File: src/rtl/rtc_sched_pkg.sv
// Shared constants and FSM state encoding for the RTC alarm scheduler.
package rtc_sched_pkg;

    localparam int DEF_NUM_REQ   = 4;
    localparam int DEF_CNT_WIDTH = 32;

    // Scheduler states: nothing pending, walking the slots, holding a valid next alarm.
    typedef enum logic [1:0] {
        IDLE  = 2'd0,
        SCAN  = 2'd1,
        ARMED = 2'd2
    } sched_state_e;

endpackage

File: src/rtl/rtc_alarm_sched_if.sv
// Per-requester alarm request / cancel handshake bundle.
interface rtc_alarm_sched_if
    import rtc_sched_pkg::*;
#(
    parameter int NUM_REQ   = DEF_NUM_REQ,
    parameter int CNT_WIDTH = DEF_CNT_WIDTH
);

    logic [NUM_REQ-1:0]                req_valid_i;
    logic [NUM_REQ-1:0][CNT_WIDTH-1:0] req_time_i;
    logic [NUM_REQ-1:0]                req_ready_o;
    logic [NUM_REQ-1:0]                req_cancel_i;

    modport master (
        output req_valid_i,
        output req_time_i,
        output req_cancel_i,
        input  req_ready_o
    );

    modport slave (
        input  req_valid_i,
        input  req_time_i,
        input  req_cancel_i,
        output req_ready_o
    );

endinterface

File: src/rtl/rtc_sched_slot.sv
// One alarm slot: stores {pending, time}, handles accept / cancel, and
// compares its time against the live counter every cycle.
module rtc_sched_slot
    import rtc_sched_pkg::*;
#(
    parameter int CNT_WIDTH = DEF_CNT_WIDTH
) (
    input  logic                 clk_i,
    input  logic                 rst_i,
    input  logic [CNT_WIDTH-1:0] cnt,
    input  logic                 req_valid,
    input  logic [CNT_WIDTH-1:0] req_time,
    input  logic                 cancel,
    output logic                 ready,
    output logic                 pending,
    output logic [CNT_WIDTH-1:0] alarm_time,
    output logic                 fire,
    output logic                 change
);

    logic accept;
    logic drop;
    logic match;

    assign ready  = ~pending;
    assign accept = ~pending & req_valid;
    assign drop   = pending & cancel;
    assign match  = pending & (cnt == alarm_time);
    // Any of these alters the pending set on the next edge and forces a rescan.
    assign change = accept | drop | match;

    // Slot state update; a cancel wins over a same-cycle match and suppresses the fire.
    always_ff @(posedge clk_i or posedge rst_i) begin
        if (rst_i) begin
            pending    <= 1'b0;
            // NOTE: alarm_time is only meaningful while pending, but it is a handful of
            // flops rather than a RAM, so resetting it costs nothing and keeps outputs clean.
            alarm_time <= '0;
            fire       <= 1'b0;
        end else begin
            // NOTE: non-blocking assignments so every flop samples pre-edge values.
            fire <= match & ~cancel;
            if (accept) begin
                pending    <= 1'b1;
                alarm_time <= req_time;
            end else if (drop || match) begin
                pending <= 1'b0;
            end
        end
    end

endmodule

File: src/rtl/rtc_alarm_sched.sv
// RTC alarm scheduler: NUM_REQ alarm slots plus a sequential min-finder that
// reports the earliest pending alarm relative to the counter at scan start.
module rtc_alarm_sched
    import rtc_sched_pkg::*;
#(
    parameter int  NUM_REQ   = DEF_NUM_REQ,
    parameter int  CNT_WIDTH = DEF_CNT_WIDTH,
    localparam int IDX_W     = $clog2(NUM_REQ)
) (
    input  logic                 clk_i,
    input  logic                 rst_i,
    input  logic [CNT_WIDTH-1:0] cnt_i,
    rtc_alarm_sched_if.slave     req_if,
    output logic [NUM_REQ-1:0]   fire_o,
    output logic                 irq_o,
    output logic                 next_vld_o,
    output logic [CNT_WIDTH-1:0] next_time_o,
    output logic [IDX_W-1:0]     next_idx_o,
    output logic                 busy_o
);

    localparam logic [IDX_W-1:0] LAST_IDX = IDX_W'(NUM_REQ - 1);

    logic [NUM_REQ-1:0]                pending;
    logic [NUM_REQ-1:0]                change;
    logic [NUM_REQ-1:0]                ready;
    logic [NUM_REQ-1:0][CNT_WIDTH-1:0] alarm_time;
    logic                              set_change;

    for (genvar g = 0; g < NUM_REQ; g++) begin : g_slot
        rtc_sched_slot #(.CNT_WIDTH(CNT_WIDTH)) u_slot (
            .clk_i      (clk_i),
            .rst_i      (rst_i),
            .cnt        (cnt_i),
            .req_valid  (req_if.req_valid_i[g]),
            .req_time   (req_if.req_time_i[g]),
            .cancel     (req_if.req_cancel_i[g]),
            .ready      (ready[g]),
            .pending    (pending[g]),
            .alarm_time (alarm_time[g]),
            .fire       (fire_o[g]),
            .change     (change[g])
        );
    end

    assign req_if.req_ready_o = ready;
    assign irq_o              = |fire_o;
    assign set_change         = |change;

    sched_state_e           state_q, state_d;
    logic [IDX_W-1:0]       scan_idx_q, scan_idx_d;
    logic [CNT_WIDTH-1:0]   snap_q, snap_d, snap;
    logic                   best_vld_q, best_vld_d;
    logic [CNT_WIDTH-1:0]   best_dist_q, best_dist_d;
    logic [IDX_W-1:0]       best_idx_q, best_idx_d;
    logic                   next_vld_d;
    logic [CNT_WIDTH-1:0]   next_time_d;
    logic [IDX_W-1:0]       next_idx_d;
    logic                   fresh, take, cand_vld;
    logic [CNT_WIDTH-1:0]   visit_dist, cand_dist;
    logic [IDX_W-1:0]       cand_idx;

    assign busy_o = (state_q == SCAN);

    // Scan datapath and next-state logic; slot 0 uses the live counter as the snapshot.
    always_comb begin
        // NOTE: every output of this block gets a default first so no latch is inferred.
        state_d     = state_q;
        scan_idx_d  = scan_idx_q;
        snap_d      = snap_q;
        best_vld_d  = best_vld_q;
        best_dist_d = best_dist_q;
        best_idx_d  = best_idx_q;
        next_vld_d  = next_vld_o;
        next_time_d = next_time_o;
        next_idx_d  = next_idx_o;

        fresh      = (scan_idx_q == '0);
        snap       = fresh ? cnt_i : snap_q;
        visit_dist = alarm_time[scan_idx_q] - snap;
        // Strict compare while walking upward keeps ties on the lowest index.
        take       = pending[scan_idx_q] &
                     (fresh | ~best_vld_q | (visit_dist < best_dist_q));
        cand_vld   = take | (~fresh & best_vld_q);
        cand_dist  = take ? visit_dist : best_dist_q;
        cand_idx   = take ? scan_idx_q : best_idx_q;

        unique case (state_q)
            IDLE, ARMED: begin
                if (set_change) begin
                    state_d    = SCAN;
                    scan_idx_d = '0;
                end
            end
            SCAN: begin
                if (set_change) begin
                    scan_idx_d = '0;
                end else begin
                    snap_d      = snap;
                    best_vld_d  = cand_vld;
                    best_dist_d = cand_dist;
                    best_idx_d  = cand_idx;
                    if (scan_idx_q == LAST_IDX) begin
                        if (cand_vld) begin
                            state_d     = ARMED;
                            next_vld_d  = 1'b1;
                            next_time_d = alarm_time[cand_idx];
                            next_idx_d  = cand_idx;
                        end else begin
                            state_d    = IDLE;
                            next_vld_d = 1'b0;
                        end
                    end else begin
                        scan_idx_d = scan_idx_q + 1'b1;
                    end
                end
            end
            default: state_d = IDLE;
        endcase
    end

    // FSM, scan bookkeeping and next-alarm output registers.
    always_ff @(posedge clk_i or posedge rst_i) begin
        if (rst_i) begin
            state_q     <= IDLE;
            scan_idx_q  <= '0;
            snap_q      <= '0;
            best_vld_q  <= 1'b0;
            best_dist_q <= '0;
            best_idx_q  <= '0;
            next_vld_o  <= 1'b0;
            next_time_o <= '0;
            next_idx_o  <= '0;
        end else begin
            state_q     <= state_d;
            scan_idx_q  <= scan_idx_d;
            snap_q      <= snap_d;
            best_vld_q  <= best_vld_d;
            best_dist_q <= best_dist_d;
            best_idx_q  <= best_idx_d;
            next_vld_o  <= next_vld_d;
            next_time_o <= next_time_d;
            next_idx_o  <= next_idx_d;
        end
    end

endmodule

File: src/flat_wrapper.sv
// flat-port wrapper written by rule: the top's interface ports become plain ports
module rtc_alarm_sched_flat import rtc_sched_pkg::*;
#(
    parameter int  NUM_REQ   = DEF_NUM_REQ,
    parameter int  CNT_WIDTH = DEF_CNT_WIDTH,
    localparam int IDX_W     = $clog2(NUM_REQ)
)
  (clk_i, rst_i, cnt_i, fire_o, irq_o, next_vld_o, next_time_o, next_idx_o, busy_o, req_if_req_valid_i, req_if_req_time_i, req_if_req_cancel_i, req_if_req_ready_o);
  rtc_alarm_sched_if #(.NUM_REQ(NUM_REQ), .CNT_WIDTH(CNT_WIDTH)) req_if_i ();
  input  logic clk_i;
  input  logic rst_i;
  input  logic [CNT_WIDTH-1:0] cnt_i;
  output logic [NUM_REQ-1:0] fire_o;
  output logic irq_o;
  output logic next_vld_o;
  output logic [CNT_WIDTH-1:0] next_time_o;
  output logic [IDX_W-1:0] next_idx_o;
  output logic busy_o;
  input wire logic [$bits(req_if_i.req_valid_i)-1:0] req_if_req_valid_i;
  input wire logic [$bits(req_if_i.req_time_i)-1:0] req_if_req_time_i;
  input wire logic [$bits(req_if_i.req_cancel_i)-1:0] req_if_req_cancel_i;
  output wire logic [$bits(req_if_i.req_ready_o)-1:0] req_if_req_ready_o;
  assign req_if_i.req_valid_i = req_if_req_valid_i;
  assign req_if_i.req_time_i = req_if_req_time_i;
  assign req_if_i.req_cancel_i = req_if_req_cancel_i;
  assign req_if_req_ready_o = req_if_i.req_ready_o;
  rtc_alarm_sched #(.NUM_REQ(NUM_REQ), .CNT_WIDTH(CNT_WIDTH)) u_core (.clk_i(clk_i), .rst_i(rst_i), .cnt_i(cnt_i), .req_if(req_if_i), .fire_o(fire_o), .irq_o(irq_o), .next_vld_o(next_vld_o), .next_time_o(next_time_o), .next_idx_o(next_idx_o), .busy_o(busy_o));
endmodule
File: config.mk
export PLATFORM = sky130hd
export DESIGN_NAME = rtc_alarm_sched_flat
export DESIGN_NICKNAME = d
export VERILOG_FILES = /design/src/rtl/rtc_sched_pkg.sv /design/src/rtl/rtc_alarm_sched_if.sv /design/src/rtl/rtc_sched_slot.sv /design/src/rtl/rtc_alarm_sched.sv /design/src/flat_wrapper.sv
export SDC_FILE = /design/constraint.sdc
export NUM_CORES = 1
export LEC_CHECK = 0
export ABC_CLOCK_PERIOD_IN_PS = 8600
export BUFFER_PORTS_ARGS = -buffer_cell sky130_fd_sc_hd__buf_2
export CAP_MARGIN = 20
export CELL_PAD_IN_SITES_DETAIL_PLACEMENT = 1
export CELL_PAD_IN_SITES_GLOBAL_PLACEMENT = 1
export CORE_MARGIN = 3
export CORE_UTILIZATION = 45
export DETAILED_ROUTE_END_ITERATION = 10
export PLACE_DENSITY = 0.89
export SETUP_SLACK_MARGIN = 0.1
export SYNTH_ARGS = -nofsm -noshare
export SYNTH_HDL_FRONTEND = slang
export SYNTH_HIERARCHICAL = 1
export SYNTH_SLANG_ARGS = --single-unit
export TNS_END_PERCENT = 50
File: constraint.sdc
create_clock -name clk_i -period 8.6 [get_ports clk_i]
set_clock_uncertainty 0.15 [all_clocks]
set_input_delay 0.86 -clock clk_i [delete_from_list [all_inputs] [get_ports clk_i]]
set_output_delay 0.86 -clock clk_i [all_outputs]
set_load 0.005 [all_outputs]
# Yosys cells after proc, flatten, opt, wreduce, memory -nomap -nowiden
# Cells that the tools add are included.
[totals] reg_bits=242 inputBits=170 out_inout_bits=45 wordCells=123
[classes] n_addsub=2 order_cmp=3 n_eq_ne=11 mux=26 n_bitwise=40 n_reduce_logical=20
[ops] cell="binary-select mux 32 bit (select 2 bit)" count=2
[ops] cell="equality test 32 bit" count=4
[ops] cell="two-way mux 32 bit" count=3
[ops] cell="< comparator 32 bit" count=1
[ops] cell="subtractor 32 bit" count=1
[ops] cell="AND 1 bit" count=18
[ops] cell="two-way mux 2 bit" count=8
[ops] cell="AND reduction 3 bit" count=4
[ops] cell="NOT 1 bit" count=11
[ops] cell="OR 1 bit" count=11
[ops] cell="two-way mux 1 bit" count=10
[ops] cell="nonzero test 2 bit" count=5
[ops] cell="case mux 2 bit (2 select lines)" count=2
[ops] cell="OR reduction 4 bit" count=2
[ops] cell="< comparator 2 x 3 -> 1 bit (second input constant)" count=2
[ops] cell="equality test 2 bit (second input constant)" count=2
[ops] cell="zero test 2 bit" count=2
[ops] cell="logical OR 1 bit" count=4
[ops] cell="!= test 2 x 1 -> 1 bit (second input constant)" count=2
[ops] cell="AND reduction 4 bit" count=1
[ops] cell="!= test 3 x 2 -> 1 bit (second input constant)" count=1
[ops] cell="adder 2 x 1 -> 2 bit (second input constant)" count=1
[ops] cell="binary-select mux 1 bit (select 2 bit)" count=1
[ops] cell="equality test 2 x 1 -> 1 bit (second input constant)" count=1
[ops] cell="3 further kinds" count=3

# Logic depth before layout (Yosys ltp)
# Gate-level depths: netlist (run 1).
[logic_depth] ltp_word=11 depth_mapped=28 depth_no_buf=23

# Modules after synthesis
# Netlist (run 1), hierarchy kept.
[by_module_without_submodules] module="rtc_alarm_sched" instances=1 cells_each=881 area_per_inst_um2=8354.3 seq_area_each_um2=2652.5
[by_module_without_submodules] module="rtc_sched_slot" instances=4 cells_each=122 area_per_inst_um2=1620.3 seq_area_each_um2=850.8

# Worst setup path before layout (run 1)
# OpenSTA, ideal clock, no wires.
[synth_path] path_kind="register -> register" from="register u_core.scan_idx_q[1]" to="register u_core.next_time_o[12]" setup_time_ns=0.087 t_arrival_ns=6.302 required_time_ns=8.363 path_slack_ns=2.062 stages_incl_launch_ff=28 path_buffers=5 period_less_slack_ns=6.538 path_cell_list="dfrtp_1 clkbuf_1 clkbuf_1 inv_1 ha_1 clkbuf_1 clkbuf_1 mux2i_1 ha_1 and3_1 and2_1 a221o_1 a21o_1 a311o_1 a21oi_1 a21oi_1 xor2_1 ha_1 nand4_1 nor4_1 nand2_1 a311oi_2 mux2_2 nand2_1 clkbuf_1 nand2_1 a211o_1 o211ai_1"
[synth_via] elab_chain_cells=9 word_cells_on_any_way=19 classes_between="add/sub: 1; order compare: 1; eq/ne: 1; mux: 8; bitwise: 6; reduce/logical: 2"
[synth_lines] item="start: declaration" line="rtc_alarm_sched.sv:51" source="logic [IDX_W-1:0] scan_idx_q, scan_idx_d;"
[synth_lines] item="start signal: assignment" line="rtc_alarm_sched.sv:136" source="scan_idx_q <= scan_idx_d;"
[synth_lines] item="binary-select mux 32 bit (select 2 bit) or zero test 2 bit (tied branches)" line="rtc_alarm_sched.sv:80, rtc_alarm_sched.sv:78"
[synth_lines] item="two-way mux 32 bit (on tied branches)" line="rtc_alarm_sched.sv:80, rtc_alarm_sched.sv:79"
[synth_lines] item="subtractor 32 bit *" line="rtc_alarm_sched.sv:80" source="visit_dist = alarm_time[scan_idx_q] - snap;"
[synth_lines] item="net u_core.visit_dist[28]" line="rtc_alarm_sched.sv:60" source="logic [CNT_WIDTH-1:0] visit_dist, cand_dist;"
[synth_lines] item="< comparator 32 bit *" line="rtc_alarm_sched.sv:83" source="(fresh | ~best_vld_q | (visit_dist < best_dist_q));"
[synth_lines] item="OR 1 bit *" line="rtc_alarm_sched.sv:83"
[synth_lines] item="AND 1 bit *" line="rtc_alarm_sched.sv:82" source="take = pending[scan_idx_q] &"
[synth_lines] item="two-way mux 2 bit" line="rtc_alarm_sched.sv:86" source="cand_idx = take ? scan_idx_q : best_idx_q;"
[synth_lines] item="binary-select mux 32 bit (select 2 bit)" line="rtc_alarm_sched.sv:107" source="next_time_d = alarm_time[cand_idx];"
[synth_lines] item="two-way mux 32 bit (not written as such)" line="rtc_alarm_sched.sv:107"
[synth_lines] item="end signal: assignment" line="rtc_alarm_sched.sv:142" source="next_time_o <= next_time_d;"
[synth_lines] item="end: declaration" line="rtc_alarm_sched.sv:17" source="output logic [CNT_WIDTH-1:0] next_time_o,"
# The timed path passes the listed nets; every way through them passes the cells marked *. The select of a mux whose other input is x is not followed.
# A chain may end at the register's enable or synchronous reset.

# Worst setup path in the final report (run 1)
[layout_path] from="register u_core.scan_idx_q[0]" to="register u_core.next_time_o[0]"
# Same word-level chain as after synthesis.

==> results of run 1 <==
==> how the worst max path moves through the flow <==
stage	startpoint	endpoint	slack [ns]	cells after the start
floorplan	u_core/scan_idx_q[1]	u_core/next_time_o[12]	2.06	27
global placement	u_core/scan_idx_q[0]	u_core/next_time_o[28]	1.71	24
detailed placement	u_core/scan_idx_q[0]	u_core/next_time_o[29]	1.26	24
CTS	u_core/scan_idx_q[0]	u_core/next_time_o[0]	1.01	24
global route	u_core/scan_idx_q[0]	u_core/next_time_o[0]	0.59	24
finish	u_core/scan_idx_q[0]	u_core/next_time_o[0]	0.85	24
==> layout make-up <==
class	instances	area, um2	share of cell area, %
Clock buffer	40	784.5	4.526
Timing Repair Buffer	234	1279	7.377
Clock inverter	8	115.1	0.6641
Multi-Input combinational cell	1008	8319	47.99
Inverter	56	212.7	1.227
Antenna cell	9	22.52	0.1299
Tap cell	435	544.3	3.140
Sequential cell	242	6057	34.94
==> cells in the mapped netlist, types with 6 or more instances <==
| master | n | share of area [%] |
|---|---|---|
| nand3_1 | 14 | 0.47 |
| nor4_1 | 11 | 0.46 |
| a21o_1 | 11 | 0.56 |
| xor2_1 | 21 | 1.2 |
| mux2_2 | 161 | 12 |
| inv_1 | 55 | 1.4 |
| dfrtp_1 | 242 | 41 |
| clkbuf_1 | 31 | 0.78 |
| a211o_1 | 31 | 1.8 |
| o21ai_0 | 54 | 1.8 |
| o211ai_1 | 34 | 1.7 |
| xnor2_1 | 135 | 8.0 |
| nor2b_1 | 10 | 0.42 |
| mux2i_1 | 64 | 4.3 |
| ha_1 | 64 | 5.4 |
| a211oi_1 | 6 | 0.30 |
| buf_2 | 24 | 0.81 |
| and2_1 | 6 | 0.25 |
| nand2_1 | 178 | 4.5 |
| nor3_1 | 6 | 0.20 |
| nand4_1 | 32 | 1.3 |
| mux4_2 | 33 | 5.0 |
| o21ai_1 | 6 | 0.20 |
| nor2_1 | 31 | 0.78 |
| a21oi_1 | 39 | 1.3 |
| o21a_1 | 6 | 0.30 |
==> cell families (layout without fill, tap and decap cells) <==
| family | after synthesis | count (layout) | share of synthesized area (%) |
|---|---|---|---|
| buffers and inverters | 119 | 338 | 3.390 |
| adders and majority gates | 65 | 65 | 5.533 |
| DFF | 242 | 242 | 40.82 |
| other | 0 | 9 | 0 |
| and+or+nand+nor | 309 | 309 | 9.471 |
| muxes | 261 | 261 | 21.78 |
| xor gates and xnor gates | 156 | 156 | 9.210 |
| AOI/OAI and AO/OA | 217 | 217 | 9.800 |
==> metrics by stage <==
step	cells	hold WS, ns	util, %
5_1_grt	2031	0.1329	54.09
2_1_floorplan	1369	0.2879	-
3_3_place_gp	1973	0.3069	51.07
4_1_cts	2021	0.1248	53.88
3_5_place_dp	1973	0.3236	51.07
6_report	2032	0.1314	54.10
==> where the power goes <==
group | switching (W) | internal (W)
Combinational | 0.00132 | 0.000948
Sequential | 0.000340 | 0.00143
Clock | 0.000495 | 0.000716
==> critical path: stages, from the launching register on <==
cell      delay (ns)
dfrtp_2         0.40
inv_1           0.10
ha_2            0.69
buf_4           0.38
mux2i_1         0.39
ha_1            0.39
a21oi_1         0.17
o21ai_0         0.15
a221o_1         0.38
a21o_1          0.18
a311o_1         0.36
a21oi_1         0.25
a21oi_1         0.12
xor2_1          0.18
ha_1            0.29
nand4_1         0.16
nor4_1          0.46
nand2_1         0.12
a311oi_2        0.28
mux2_2          0.41
nand2_2         0.52
buf_12          0.34
nand2_1         0.13
a211o_1         0.36
o211ai_1        0.17
==> flip-flops by register name (all words and copies together), names as in the netlist <==
register,cells
u_core/g_slot.u_slot/pending,4
u_core/best_vld_q,1
u_core/snap_q,32
u_core/state_q,2
u_core/g_slot.u_slot/alarm_time,128
u_core/scan_idx_q,2
u_core/next_idx_o,2
u_core/next_vld_o,1
u_core/next_time_o,32
u_core/g_slot.u_slot/fire,4
u_core/best_dist_q,32
u_core/best_idx_q,2
==> metal layers <==
| layer | routed length (um) | up-vias | GRT usage [%] |
|---|---|---|---|
| li1 | - | 5311 | - |
| met1 | 21290 | 6711 | 38.87 |
| met2 | 28950 | 1036 | 56.14 |
| met3 | 6126 | 353 | 7.964 |
| met4 | 4952 | 2 | 21.88 |
| met5 | 13 | - | 0 |
==> summary.txt, run 1 <==
Outcome
  – Outcome: complete, no violations

Setup path
  – CP Max Fanout: 42
  – CP Data Arrival Time: 8.04 ns
  – Crit Path Class: reg2reg
  – Reg2Reg Depth: 24
  – Worst r2r dst: u_core/next_time_o[0]
  – Critical R2R Launch: u_core/scan_idx_q[0]
  – Flop2flop setup slack: 0.85 ns
  – Startpoint type of the worst setup path: flop
  – CP endpoint kind: flop
  – WP data required: 8.89 ns

Logic synthesis
  – Synth Register Bits: 242
  – Fraction of registers with async set/reset: 100.0%
  – Syn avg cell area: 10.84 um2
  – Number of synthesized flops with an enable pin: 0
  – Synth cell types: 57
  – Top_reg_cell synth: dfrtp_1
  – Cell Area, Synth: 14840 um2
  – Post-synth net total: 1604
  – Gate Count Post-Synth: 1369
  – Seq/Total Area, Yosys: 40.82%
  – Yosys Warn Count: 6

Die
  – Chip width: 187.6 um
  – Row cnt: 65
  – Die Ht: 187.6 um
  – Total core area: 32040 um2
  – Die ar.: 35180 um2
  – Initial core utilization: 46.30%
  – Io pins: 215

STA
  – Hold Vio Cnt, Final: 0
  – Setup Total Neg Slack: 0 ns
  – Final setup vio count: 0
  – Worst Tran Pin Value: 0.9421 ns
  – Max-slew headroom: 37.19%
  – Slew Viols, Final: 0
  – Fmax: 129.1 MHz
  – Final Cycle Share: 90.09%
  – Final setup margin: 0.8522 ns
  – Period minus WS final: 7.748 ns
  – RSZ-0062 raised after global routing: no

Routing
  – Drt initial violations: 1734
  – Total number of vias: 13413
  – Wire length per cell: 30.19 um
  – Final wirelength: 61.34 mm
  – Post-route ant nets: 0
  – Pre-antenna DRT Iters: 6
  – Drc violations: 0
  – Via-to-Cell Ratio: 6.601

Clocking
  – Hold_buf cts: 0
  – Clock Latency Late Sink: 0.56 ns
  – Clk sinks: 242
  – Setup bufs post-CTS: 0
  – CTS resizes: 0
  – Total CTS buffers: 27
  – Clk root buf: clkbuf_16
  – CTS Buffer Depth: 3
  – CTS tree: yes
  – CTS H-tree lvls: 1
  – Clock transition at path regs: 0.07 ns

Finish
  – Nets: 1804
  – Most common cell after layout, fill and taps aside: dfrtp_1
  – Fillers: 3501
  – Commonest non-fill, non-tap cells in the layout: 241 x dfrtp_1, 214 x buf_2, 176 x nand2_1
  – Layout cell share with drive strength beyond 1: 30.35%
  – Area Growth Syn to Fin: 16.84%
  – Design Area, Final: 17330 um2

Place
  – HPWL after DPL: 41.69 mm
  – Pre-CTS setup slack: 1.264 ns
  – Gp weighted congestion: 0.9574
  – Dpl cell area: 16360 um2
  – IO buf count: 214

GRT
  – Initial antenna violation count: 10
  – Total gr overflow: 0
  – GR Util All Layers: 33.68%
  – Largest net degree at the start of global routing: 70
  – First-pass GRT wire length: 91.04 mm
  – Number of global-route vias before repair: 14492

Min path
  – Hold Crit Class: in2async

Power and ir drop
  – PD cells: 302.8 nW/um2
  – Max IR drop VDD: 0.2292 mV
  – Leak Pwr: 7.701 nW
  – Final Power: 0.005249 W

Job
  – Max Cap Violations: 0
Power figures use the tool's default switching activity.
==> run 2: changes to the inputs <==
ABC_CLOCK_PERIOD_IN_PS = 9420   (was 8600)
clock period = 9.42 ns   (was 8.6 ns; I/O delays follow)
==> summary.txt, run 2 (same netlist as run 1, synthesis figures left out) <==
Setup path
  – Startpoint type of the worst setup path: flop
  – CP endpoint kind: flop
  – Crit Path Class: reg2reg
  – CP Max Fanout: 33 (-21%)
  – CP Data Arrival Time: 8.94 ns (+0.90 ns)
  – WP data required: 9.72 ns (+0.83 ns)

Clocking
  – Clock transition at path regs: 0.07 ns (about the same)
  – CTS Buffer Depth: 3 (unchanged)
  – Clock Latency Late Sink: 0.56 ns (about the same)
  – CTS resizes: 0 (unchanged)
  – Total CTS buffers: 27 (unchanged)
  – CTS H-tree lvls: 1 (unchanged)
  – Clk sinks: 242 (unchanged)
  – CTS tree: yes
  – Setup bufs post-CTS: 0 (unchanged)
  – Clk root buf: clkbuf_16
  – Hold_buf cts: 0 (unchanged)

Power and ir drop
  – Sequential share of power: 32.9% (-0.8 points)
  – P_int: 0.002889 W (-6.5%)
  – Sw frac: 41.43% (+0.32 points)
  – PD cells: 283.7 nW/um2 (-6.3%)
  – Final Power: 0.004933 W (-6.0%)
  – Clk pwr share: 24.3% (+1.2 points)
  – Max IR drop VDD: 0.1881 mV (-18%)
  – Gate power share: 42.8% (-0.5 points)
  – Leak Pwr: 7.719 nW (+0.23%)
  – Sw Pwr: 0.002044 W (-5.3%)

Finish
  – Area Growth Syn to Fin: 17.22%
  – Layout cell share with drive strength beyond 1: 30.48% (+0.13 points)
  – Commonest non-fill, non-tap cells in the layout: 241 x dfrtp_1, 214 x buf_2, 176 x nand2_1
  – Nets: 1803 (-0.055%)
  – Fin cells: 2029 (-0.15%)
  – Largest Register: u_core/g_slot.u_slot/alarm_time
  – Largest register FFs: 128 (unchanged)
  – Most common cell after layout, fill and taps aside: dfrtp_1

Place
  – HPWL after DPL: 40.05 mm (-3.9%)
  – Pre-CTS setup slack: 1.665 ns (+0.4006 ns)
  – Dpl cells: 1970 (-0.15%)
  – Gp weighted congestion: 0.9878 (+3.2%)
  – IO buf count: 214 (unchanged)

Routing
  – Total number of vias: 13553 (+1.0%)
  – Wire length per cell: 31.25 um (+3.5%)
  – Drc violations: 0 (unchanged)
  – Via-to-Cell Ratio: 6.680 (+1.2%)
  – Drt initial violations: 1953 (+13%)
  – Post-route ant nets: 0 (unchanged)
  – Pre-antenna DRT Iters: 7 (+1)
  – Final wirelength: 63.41 mm (+3.4%)

STA
  – Period minus WS final: 8.638 ns (+0.8901 ns)
  – Fmax: 115.8 MHz (-10%)
  – Final Cycle Share: 91.70% (+1.6 points)
  – Slew Viols, Final: 0 (unchanged)
  – Setup Total Neg Slack: 0 ns (unchanged)
  – Final setup margin: 0.7821 ns (-0.07012 ns)
  – Hold Vio Cnt, Final: 0 (unchanged)
  – Final setup vio count: 0 (unchanged)
  – Worst Tran Pin Value: 1.057 ns (+0.1146 ns)
  – RSZ-0062 raised after global routing: no
  – Max-slew headroom: 29.55% (-7.6 points)

Job
  – Max Cap Violations: 0 (unchanged)

Die
  – Die Ht: 187.6 um (unchanged)
  – Chip width: 187.6 um (unchanged)
  – Row cnt: 65 (unchanged)
  – Die ar.: 35180 um2 (unchanged)
  – Io pins: 215 (unchanged)
  – Total core area: 32040 um2 (unchanged)
  – Initial core utilization: 46.30% (unchanged)

GRT
  – GR Util All Layers: 33.92% (+0.24 points)
  – Number of global-route vias before repair: 14435 (-0.39%)
  – Total gr overflow: 0 (unchanged)
  – First-pass GRT wire length: 92.02 mm (+1.1%)
  – Initial antenna violation count: 6 (-4)
  – Largest net degree at the start of global routing: 70 (unchanged)

Outcome
  – Outcome: complete, no violations

Min path
  – Hold Crit Class: in2async
==> run 2: cell types whose count changed in the layout (fill, tap and decap cells not counted) <==
| cell | change |
|---|---|
| clkbuf_1 | -2 |
| bufinv_16 | +2 |
| clkbuf_8 | +1 |
| clkinv_2 | -2 |
| buf_4 | -1 |
| diode_2 | -3 |
| clkinvlp_4 | +2 |
==> run 2: per-stage QoR <==
step | cell area (um2) | utilization, % | hold WS [ns]
3_3_place_gp | 16320 | 50.92 | 0.3025
3_5_place_dp | 16320 | 50.92 | 0.3197
4_1_cts | 17290 | 53.95 | 0.3397
6_report | 17390 | 54.27 | 0.3147
5_1_grt | 17390 | 54.27 | 0.3482
2_1_floorplan | 14840 | - | 0.2879
==> run 2: final cells by class <==
| cell class | count | area (um2) |
|---|---|---|
| antenna | 6 | 15.01 |
| tap | 435 | 544.3 |
| sequential | 242 | 6057 |
| clock inverter | 10 | 180.2 |
| clock buffer | 39 | 790.8 |
| inverter | 56 | 212.7 |
| fill | 3465 | 14650 |
| timing repair buffer | 233 | 1271 |
| multi-input combinational | 1008 | 8319 |
==> run 2: power groups by stage <==
stage / sequential [W] / combinational (W) / clock, W
after floorplan: 0.00148 / 0.00138 / 0
after global placement: 0.00157 / 0.00178 / 0
after detailed placement: 0.00159 / 0.00191 / 0
after CTS: 0.00160 / 0.00200 / 0.00119
after global routing: 0.00164 / 0.00224 / 0.00124
final: 0.00162 / 0.00211 / 0.00120
==> run 2: final timing paths <==
kind / to / from / depth (start not counted) / slack [ns]
min reg2reg: u_core/snap_q[29] / u_core/snap_q[29] / 2 / 0.34
max in group asynchronous: u_core/scan_idx_q[0] / rst_i / 3 / 7.36
min in group clk_i: u_core/snap_q[29] / u_core/snap_q[29] / 2 / 0.34
min: u_core/g_slot[2].u_slot/alarm_time[3] / rst_i / 2 / 0.31
max: u_core/next_time_o[11] / u_core/scan_idx_q[0] / 24 / 0.78
max reg2reg: u_core/next_time_o[11] / u_core/scan_idx_q[0] / 24 / 0.78
==> run 2: routing by layer <==
| layer | share of wire [%] | up-vias | wire [um] | track usage [%] |
|---|---|---|---|---|
| li1 | - | 5304 | - | - |
| met1 | 35 | 6757 | 22210 | 40.22 |
| met2 | 47 | 1101 | 29520 | 56.57 |
| met3 | 9.6 | 391 | 6103 | 6.525 |
| met4 | 8.8 | 0 | 5576 | 21.73 |
| met5 | 0 | - | 0 | 0 |
==> run 2: critical path, cell delays in order (launching register included) <==
cell and delay (ns):
dfrtp_2 0.41, inv_1 0.10, ha_2 0.79, mux2i_1 0.54, inv_1 0.16, fa_1 0.50
nor2b_1 0.31, o31a_1 0.27, a41oi_1 0.24, o21ai_1 0.54, a311o_1 0.38, a21oi_1 0.13
a21oi_1 0.17, xor2_1 0.10, ha_1 0.28, nand4_1 0.15, nor4_1 0.50, nand2_1 0.16
a311oi_2 0.27, o21ai_1 0.13, nand2_1 0.11, mux2_2 0.76, nand2b_1 0.61, buf_4 0.43
o211ai_1 0.27
